$ cat src/rtl/debug_host_sequencer.sv
// Host-side byte sequencer for the UART debug link: streams a program, issues run/step/end, captures dumps.
// Optional DEBUG_HOST_CHECKSUM_EN adds a modulo-256 sum of the bytes received in each capture.
module debug_host_sequencer #(
  parameter int ROM_AW         = 8,
  parameter int CAP_AW         = 8,
  parameter int TIMEOUT_CYCLES = 100000
) (
  input  logic              i_clk,
  input  logic              i_reset,
  input  logic              i_start,
  input  logic              i_mode,
  input  logic              i_step,
  input  logic              i_end_debug,
  output logic [ROM_AW-1:0] o_prog_addr,
  input  logic [31:0]       i_prog_data,
  output logic [7:0]        o_tx_data,
  output logic              o_tx_start,
  input  logic              i_tx_done,
  input  logic              i_rx_done,
  input  logic [7:0]        i_rx_data,
  output logic              o_cap_we,
  output logic [CAP_AW-1:0] o_cap_addr,
  output logic [31:0]       o_cap_data,
  output logic [CAP_AW:0]   o_cap_count,
  output logic              o_cap_overflow,
  output logic              o_dump_done,
  output logic              o_busy,
  output logic [7:0]        o_checksum
);

  localparam int TW = $clog2(TIMEOUT_CYCLES + 1);
  localparam logic [TW-1:0] TO_LAST = TW'(TIMEOUT_CYCLES - 1);
  localparam logic [CAP_AW:0] CNT_MAX = {1'b1, {CAP_AW{1'b0}}};

  typedef enum logic [3:0] {
    S_IDLE, S_LOAD_OP, S_WORD, S_RUN, S_DBG_WAIT,
    S_STEP, S_END, S_CAPTURE, S_DONE
  } state_t;

  state_t              state_q, state_d;
  logic                mode_q, mode_d;
  logic [ROM_AW-1:0]   paddr_q, paddr_d;
  logic [1:0]          bidx_q, bidx_d;
  logic                wait_q, wait_d;
  logic [7:0]          txd_q, txd_d;
  logic                txs_q, txs_d;
  logic [1:0]          rxc_q, rxc_d;
  logic [31:0]         word_q, word_d;
  logic                got_q, got_d;
  logic [TW-1:0]       to_q, to_d;
  logic                we_q, we_d;
  logic [CAP_AW-1:0]   caddr_q, caddr_d;
  logic [31:0]         cdata_q, cdata_d;
  logic [CAP_AW:0]     ccnt_q, ccnt_d;
  logic                ovf_q, ovf_d;
  logic                dump_q, dump_d;

  logic                sent, sending, enter_cap;
  logic [7:0]          sbyte, wbyte;
  logic [31:0]         flush;

  assign sent = wait_q & i_tx_done;

  always_comb begin
    unique case (bidx_q)
      2'd0: wbyte = i_prog_data[31:24];
      2'd1: wbyte = i_prog_data[23:16];
      2'd2: wbyte = i_prog_data[15:8];
      2'd3: wbyte = i_prog_data[7:0];
    endcase
  end

  // Partial word is left-aligned: received bytes land in the MSBs.
  always_comb begin
    unique case (rxc_q)
      2'd1:    flush = {word_q[7:0], 24'h0};
      2'd2:    flush = {word_q[15:0], 16'h0};
      2'd3:    flush = {word_q[23:0], 8'h0};
      default: flush = word_q;
    endcase
  end

  always_comb begin
    state_d   = state_q;
    mode_d    = mode_q;
    paddr_d   = paddr_q;
    bidx_d    = bidx_q;
    wait_d    = wait_q;
    txd_d     = txd_q;
    txs_d     = 1'b0;
    rxc_d     = rxc_q;
    word_d    = word_q;
    got_d     = got_q;
    to_d      = to_q;
    we_d      = 1'b0;
    caddr_d   = caddr_q;
    cdata_d   = cdata_q;
    ccnt_d    = ccnt_q;
    ovf_d     = ovf_q;
    dump_d    = 1'b0;
    sending   = 1'b0;
    sbyte     = 8'h00;
    enter_cap = 1'b0;

    if (we_q) begin
      caddr_d = caddr_q + 1'b1;
      if (&caddr_q) ovf_d = 1'b1;
      if (ccnt_q != CNT_MAX) ccnt_d = ccnt_q + 1'b1;
    end

    unique case (state_q)
      S_IDLE: begin
        if (i_start) begin
          mode_d  = i_mode;
          paddr_d = '0;
          bidx_d  = 2'd0;
          ovf_d   = 1'b0;
          state_d = S_LOAD_OP;
        end
      end
      S_LOAD_OP: begin
        sending = 1'b1;
        sbyte   = 8'h00;
        if (sent) state_d = S_WORD;
      end
      S_WORD: begin
        sending = 1'b1;
        sbyte   = wbyte;
        if (sent) begin
          bidx_d = bidx_q + 1'b1;
          if (bidx_q == 2'd3) begin
            if (i_prog_data == 32'hFFFF_FFFF) state_d = S_RUN;
            else paddr_d = paddr_q + 1'b1;
          end
        end
      end
      S_RUN: begin
        sending = 1'b1;
        sbyte   = mode_q ? 8'h02 : 8'h01;
        if (sent) begin
          if (mode_q) state_d = S_DBG_WAIT;
          else enter_cap = 1'b1;
        end
      end
      S_DBG_WAIT: begin
        if (i_step) state_d = S_STEP;
        else if (i_end_debug) state_d = S_END;
      end
      S_STEP: begin
        sending = 1'b1;
        sbyte   = 8'h03;
        if (sent) enter_cap = 1'b1;
      end
      S_END: begin
        sending = 1'b1;
        sbyte   = 8'h04;
        if (sent) state_d = S_IDLE;
      end
      S_CAPTURE: begin
        if (i_rx_done) begin
          got_d  = 1'b1;
          to_d   = '0;
          word_d = {word_q[23:0], i_rx_data};
          rxc_d  = rxc_q + 1'b1;
          if (rxc_q == 2'd3) begin
            we_d    = 1'b1;
            cdata_d = {word_q[23:0], i_rx_data};
          end
        end else if (got_q) begin
          if (to_q == TO_LAST) begin
            state_d = S_DONE;
            if (rxc_q != 2'd0) begin
              we_d    = 1'b1;
              cdata_d = flush;
            end
          end else begin
            to_d = to_q + 1'b1;
          end
        end
      end
      S_DONE: begin
        dump_d  = 1'b1;
        state_d = mode_q ? S_DBG_WAIT : S_IDLE;
      end
      default: state_d = S_IDLE;
    endcase

    if (enter_cap) begin
      state_d = S_CAPTURE;
      caddr_d = '0;
      ccnt_d  = '0;
      rxc_d   = 2'd0;
      word_d  = '0;
      got_d   = 1'b0;
      to_d    = '0;
    end

    // One start per byte, the next only after the previous done.
    if (sending) begin
      if (!wait_q) begin
        txs_d  = 1'b1;
        txd_d  = sbyte;
        wait_d = 1'b1;
      end else if (i_tx_done) begin
        wait_d = 1'b0;
      end
    end
  end

  always_ff @(posedge i_clk) begin
    if (i_reset) begin
      state_q <= S_IDLE;
      mode_q  <= 1'b0;
      paddr_q <= '0;
      bidx_q  <= 2'd0;
      wait_q  <= 1'b0;
      txd_q   <= 8'h00;
      txs_q   <= 1'b0;
      rxc_q   <= 2'd0;
      word_q  <= '0;
      got_q   <= 1'b0;
      to_q    <= '0;
      we_q    <= 1'b0;
      caddr_q <= '0;
      cdata_q <= '0;
      ccnt_q  <= '0;
      ovf_q   <= 1'b0;
      dump_q  <= 1'b0;
    end else begin
      state_q <= state_d;
      mode_q  <= mode_d;
      paddr_q <= paddr_d;
      bidx_q  <= bidx_d;
      wait_q  <= wait_d;
      txd_q   <= txd_d;
      txs_q   <= txs_d;
      rxc_q   <= rxc_d;
      word_q  <= word_d;
      got_q   <= got_d;
      to_q    <= to_d;
      we_q    <= we_d;
      caddr_q <= caddr_d;
      cdata_q <= cdata_d;
      ccnt_q  <= ccnt_d;
      ovf_q   <= ovf_d;
      dump_q  <= dump_d;
    end
  end

`ifdef DEBUG_HOST_CHECKSUM_EN
  logic [7:0] csum_q;

  always_ff @(posedge i_clk) begin
    if (i_reset || enter_cap) csum_q <= 8'h00;
    else if (state_q == S_CAPTURE && i_rx_done) csum_q <= csum_q + i_rx_data;
  end

  assign o_checksum = csum_q;
`else
  assign o_checksum = 8'h00;
`endif

  assign o_prog_addr    = paddr_q;
  assign o_tx_data      = txd_q;
  assign o_tx_start     = txs_q;
  assign o_cap_we       = we_q;
  assign o_cap_addr     = caddr_q;
  assign o_cap_data     = cdata_q;
  assign o_cap_count    = ccnt_q;
  assign o_cap_overflow = ovf_q;
  assign o_dump_done    = dump_q;
  assign o_busy         = (state_q != S_IDLE) && (state_q != S_DBG_WAIT);

endmodule

$ cat config.mk
export PLATFORM = sky130hd
export DESIGN_NAME = debug_host_sequencer
export DESIGN_NICKNAME = d
export VERILOG_FILES = /design/src/rtl/debug_host_sequencer.sv
export SDC_FILE = /design/constraint.sdc
export NUM_CORES = 1
export LEC_CHECK = 0
export ABC_AREA = 1
export CORE_MARGIN = 2
export CORE_UTILIZATION = 40
export CTS_CLUSTER_DIAMETER = 60
export CTS_CLUSTER_SIZE = 14
export DETAILED_ROUTE_END_ITERATION = 10
export PLACE_DENSITY = 0.7
export SYNTH_ARGS = -nofsm -noshare
export SYNTH_HDL_FRONTEND = slang
export SYNTH_SLANG_ARGS = --single-unit
$ cat constraint.sdc
create_clock -name i_clk -period 1.8 [get_ports i_clk]
set_input_delay 0.18 -clock i_clk [delete_from_list [all_inputs] [get_ports i_clk]]
set_output_delay 0.18 -clock i_clk [all_outputs]
set_load 0.02 [all_outputs]
==> impl_metrics.ini <==
[global_route]
grt_pass1_vias = 6112
antenna_found_initial = 0
gr-usage-all-layers_pct = 20.9
grt_pass1_wl_um = 30100
grt_max_degree = 41
overflow = 0

[worst_setup_path]
critical_path.top_delay_family = buffers and inverters
cp_max_fo = 5
rr_endpoint = o_cap_data[28]$_SDFFE_PP0P_
path_buf_inv = 1
crit_type = reg2out
startpoint = o_prog_addr[0]$_SDFFE_PP0P_
slowest_delay_ns = 0.66
slowest_stage = clkdlybuf4s50_1
required_ns = 1.62
start_kind = flop
r2r_start = rxc_q[0]$_SDFFE_PP0P_
rrSetupSlack_ns = 0.12
path_cells = clkdlybuf4s50_1
end_kind = primary output
cp.arrival_ns = 1.51
r2r.worst_path.cells = 9

[min_path]
min-delay-path-class = in2reg
hp-start = i_rx_data[7]
min_to = word_q[7]$_SDFFE_PP0P_
whs_path_depth = 3

[detailed_routing]
viasPerCell = 5.08
drc = 0
routedWlPerCell_um = 14.1
dr.pass1.iters = 5
antenna_left = 0
initialDrtViolationCount = 590
routed_wl_um = 18500
vias = 6683

[final_layout]
finalNonFillerCells = 1315
area_growth_pct = 34.5
final.fill_count = 1518
final_util_pct = 55.3
nNetsFinal = 1147
antenna_cells = 0
drive_gt1_share_pct = 12.5

[place]
post-place-cells = 1279
place_congestion = 0.881
io_buffers = 117
dp_hpwl_um = 13300

[synth]
synth_top_cell_area_share_pct = 39.3
ys_seq_area_share_pct = 39.3
synth.area.top_cells = dfxtp_1 (39%), nand2_1 (11%), nor2_1 (8.0%)
synth_area_leader_cell = dfxtp_1
synth_ff_type = dfxtp_1
syn_inst = 945
yosysMostFrequentCell = nand2_1
synth_edf_count = 0
syn_area_per_cell_um2 = 6.96
netlist_area_um2 = 6570
ys_ff_latch = 129
ys_top_cells_by_count = nand2_1 (190), nor2_1 (140), dfxtp_1 (129)
yosys_warnings = 0
async_reset_ff_share_pct = 0
ys_types = 47

[cts]
clk_pin_slew_worst_paths_ns = 0.06
htreeDepth = 4
cts_buffers = 17
cts_buffer_depth = 2
hold_buffers = 0
root_buffer = clkbuf_16
cts_sinks = 129
insertion_delay_ns = 0.42
cts_tree = built

[power_and_ir_drop]
vdd_drop_max_v = 0.000717
pwr-share-comb_pct = 25.4
intPower_mw = 5.79
p_sw_mw = 2.74
p_seq_share_pct = 36.4
power.leakage_nw = 3.33
switching_share_pct = 32.1
p_total_mw = 8.53
p_per_area_nw_per_um2 = 964
power_frac_clock_pct = 38.3

[timing]
final_max_slew_viol_count = 0
finalSetupViolCount = 0
fin_skew_ns = 0.00944
fmax_mhz = 593
post-route-period-util_pct = 93.8
min_period_ns = 1.69
hold_violations = 0

[job]
maxCapViolCount = 0

[floorplanning]
core-area_um2 = 16000
start_util_pct = 41.1
die_y_um = 132
io_pins = 126
rows = 46
dieArea_um2 = 17500
die_x_um = 132

[status]
status = finished clean
[area by class of cell]
| cell class | instances | area (µm²) | area share (%) |
|---|---|---|---|
| clock inverter | 12 | 110 | 1.25 |
| clock buffer | 20 | 447 | 5.05 |
| inverter | 85 | 327 | 3.69 |
| sequential | 129 | 2590 | 29.3 |
| tap | 216 | 270 | 3.06 |
| timing repair buffer | 168 | 1650 | 18.7 |
| multi-input combinational | 685 | 3450 | 39.0 |
[registers in the layout, summed over array words and instances (netlist names)]
register and cells:
wait_q 1, got_q 1, rxc_q 2, o_tx_start 1
o_cap_overflow 1, o_cap_count 9, to_q 17, state_q 4
o_cap_data 32, mode_q 1, o_prog_addr 8, o_dump_done 1
word_q 32, o_tx_data 8, o_cap_addr 8, bidx_q 2
o_cap_we 1
[cell usage in the layout, fill, tap and decap left out, types with 4 or more instances in the layout]
cell             netlist  layout
buf_12                 0       5
o21ai_2                8       8
inv_1                 73      71
o21ai_1                4      13
a211oi_1              23      23
buf_4                 14      43
nand2_2                9      10
dfxtp_1              129     124
nand4_1                9       9
a21oi_1               84      83
inv_2                  8      10
nor3_1                 7       7
o211ai_1               6       6
a31oi_1                7       7
clkinvlp_4             0       4
ha_1                  13      11
xor2_1                 9       9
o21ai_0               58      49
conb_1                 1       8
clkbuf_16              0      19
clkdlybuf4s50_1        0     116
nor2_1               140     138
dfxtp_2                0       5
nand2_1              190     189
nand3_1               76      76
nor2_2                 5       5
[routing by layer]
| metal | vias up | wire, µm | global-route usage, % |
|---|---|---|---|
| li1 | 3390 | - | - |
| met4 | 0 | 351 | 7.83 |
| met5 | - | 0 | 0 |
| met2 | 232 | 8450 | 33.2 |
| met3 | 27 | 1230 | 5.19 |
| met1 | 3034 | 8520 | 27.5 |
[through the flow]
stage | setup TNS [ns] | hold WS, ns | worst slack (ns) | area, µm²
after global placement | 0 | 0.450 | 0.0269 | 8170
after detailed placement | 0 | 0.457 | 0.0304 | 8170
after global routing | -0.0663 | 0.427 | -0.0208 | 8840
after CTS | 0 | 0.392 | 0.00922 | 8730
after floorplan | 0 | 0.363 | 0.0466 | 6600
final | 0 | 0.407 | 0.112 | 8840
[worst max-delay path by stage]
stage,end,depth (start not counted),slack [ns]
final,o_prog_addr[0],1,0.11
after floorplan,o_cap_data[12]$_SDFFE_PP0P_,10,0.05
after detailed placement,o_prog_addr[0]$_SDFFE_PP0P_,11,0.03
after CTS,o_cap_we,1,0.009
after global placement,state_q[2]$_SDFFE_PP0P_,12,0.03
after global routing,to_q[12]$_SDFFE_PP0P_,13,-0.02
[timing repair]
item,4_1_cts,5_1_grt
setup endpoints to repair,1,75
gates cloned,0,2
endpoints found under the hold margin,0,0
pin swaps,0,3
setup buffers,0,2
resized for setup,1,28
[cells by family (layout without fill, tap and decap cells)]
group	Yosys count	count (layout)	share of synthesized area [%]
adders and majority gates	13	13	2.47
DFF	129	129	39.3
buffers and inverters	138	285	9.23
other	1	8	0.0571
AOI/OAI and AO/OA	201	201	17.7
xor gates and xnor gates	12	12	1.60
and+or+nand+nor	451	451	29.6
[power groups by stage]
stage / clock (mW) / combinational, mW / sequential (mW)
final: 3.26 / 2.16 / 3.10
after global routing: 3.46 / 2.38 / 3.12
after CTS: 3.31 / 2.12 / 3.09
after detailed placement: 0 / 2.12 / 3.16
after global placement: 0 / 2.11 / 3.15
after floorplan: 0 / 1.26 / 3.24
(Power assumes the default switching activity.)
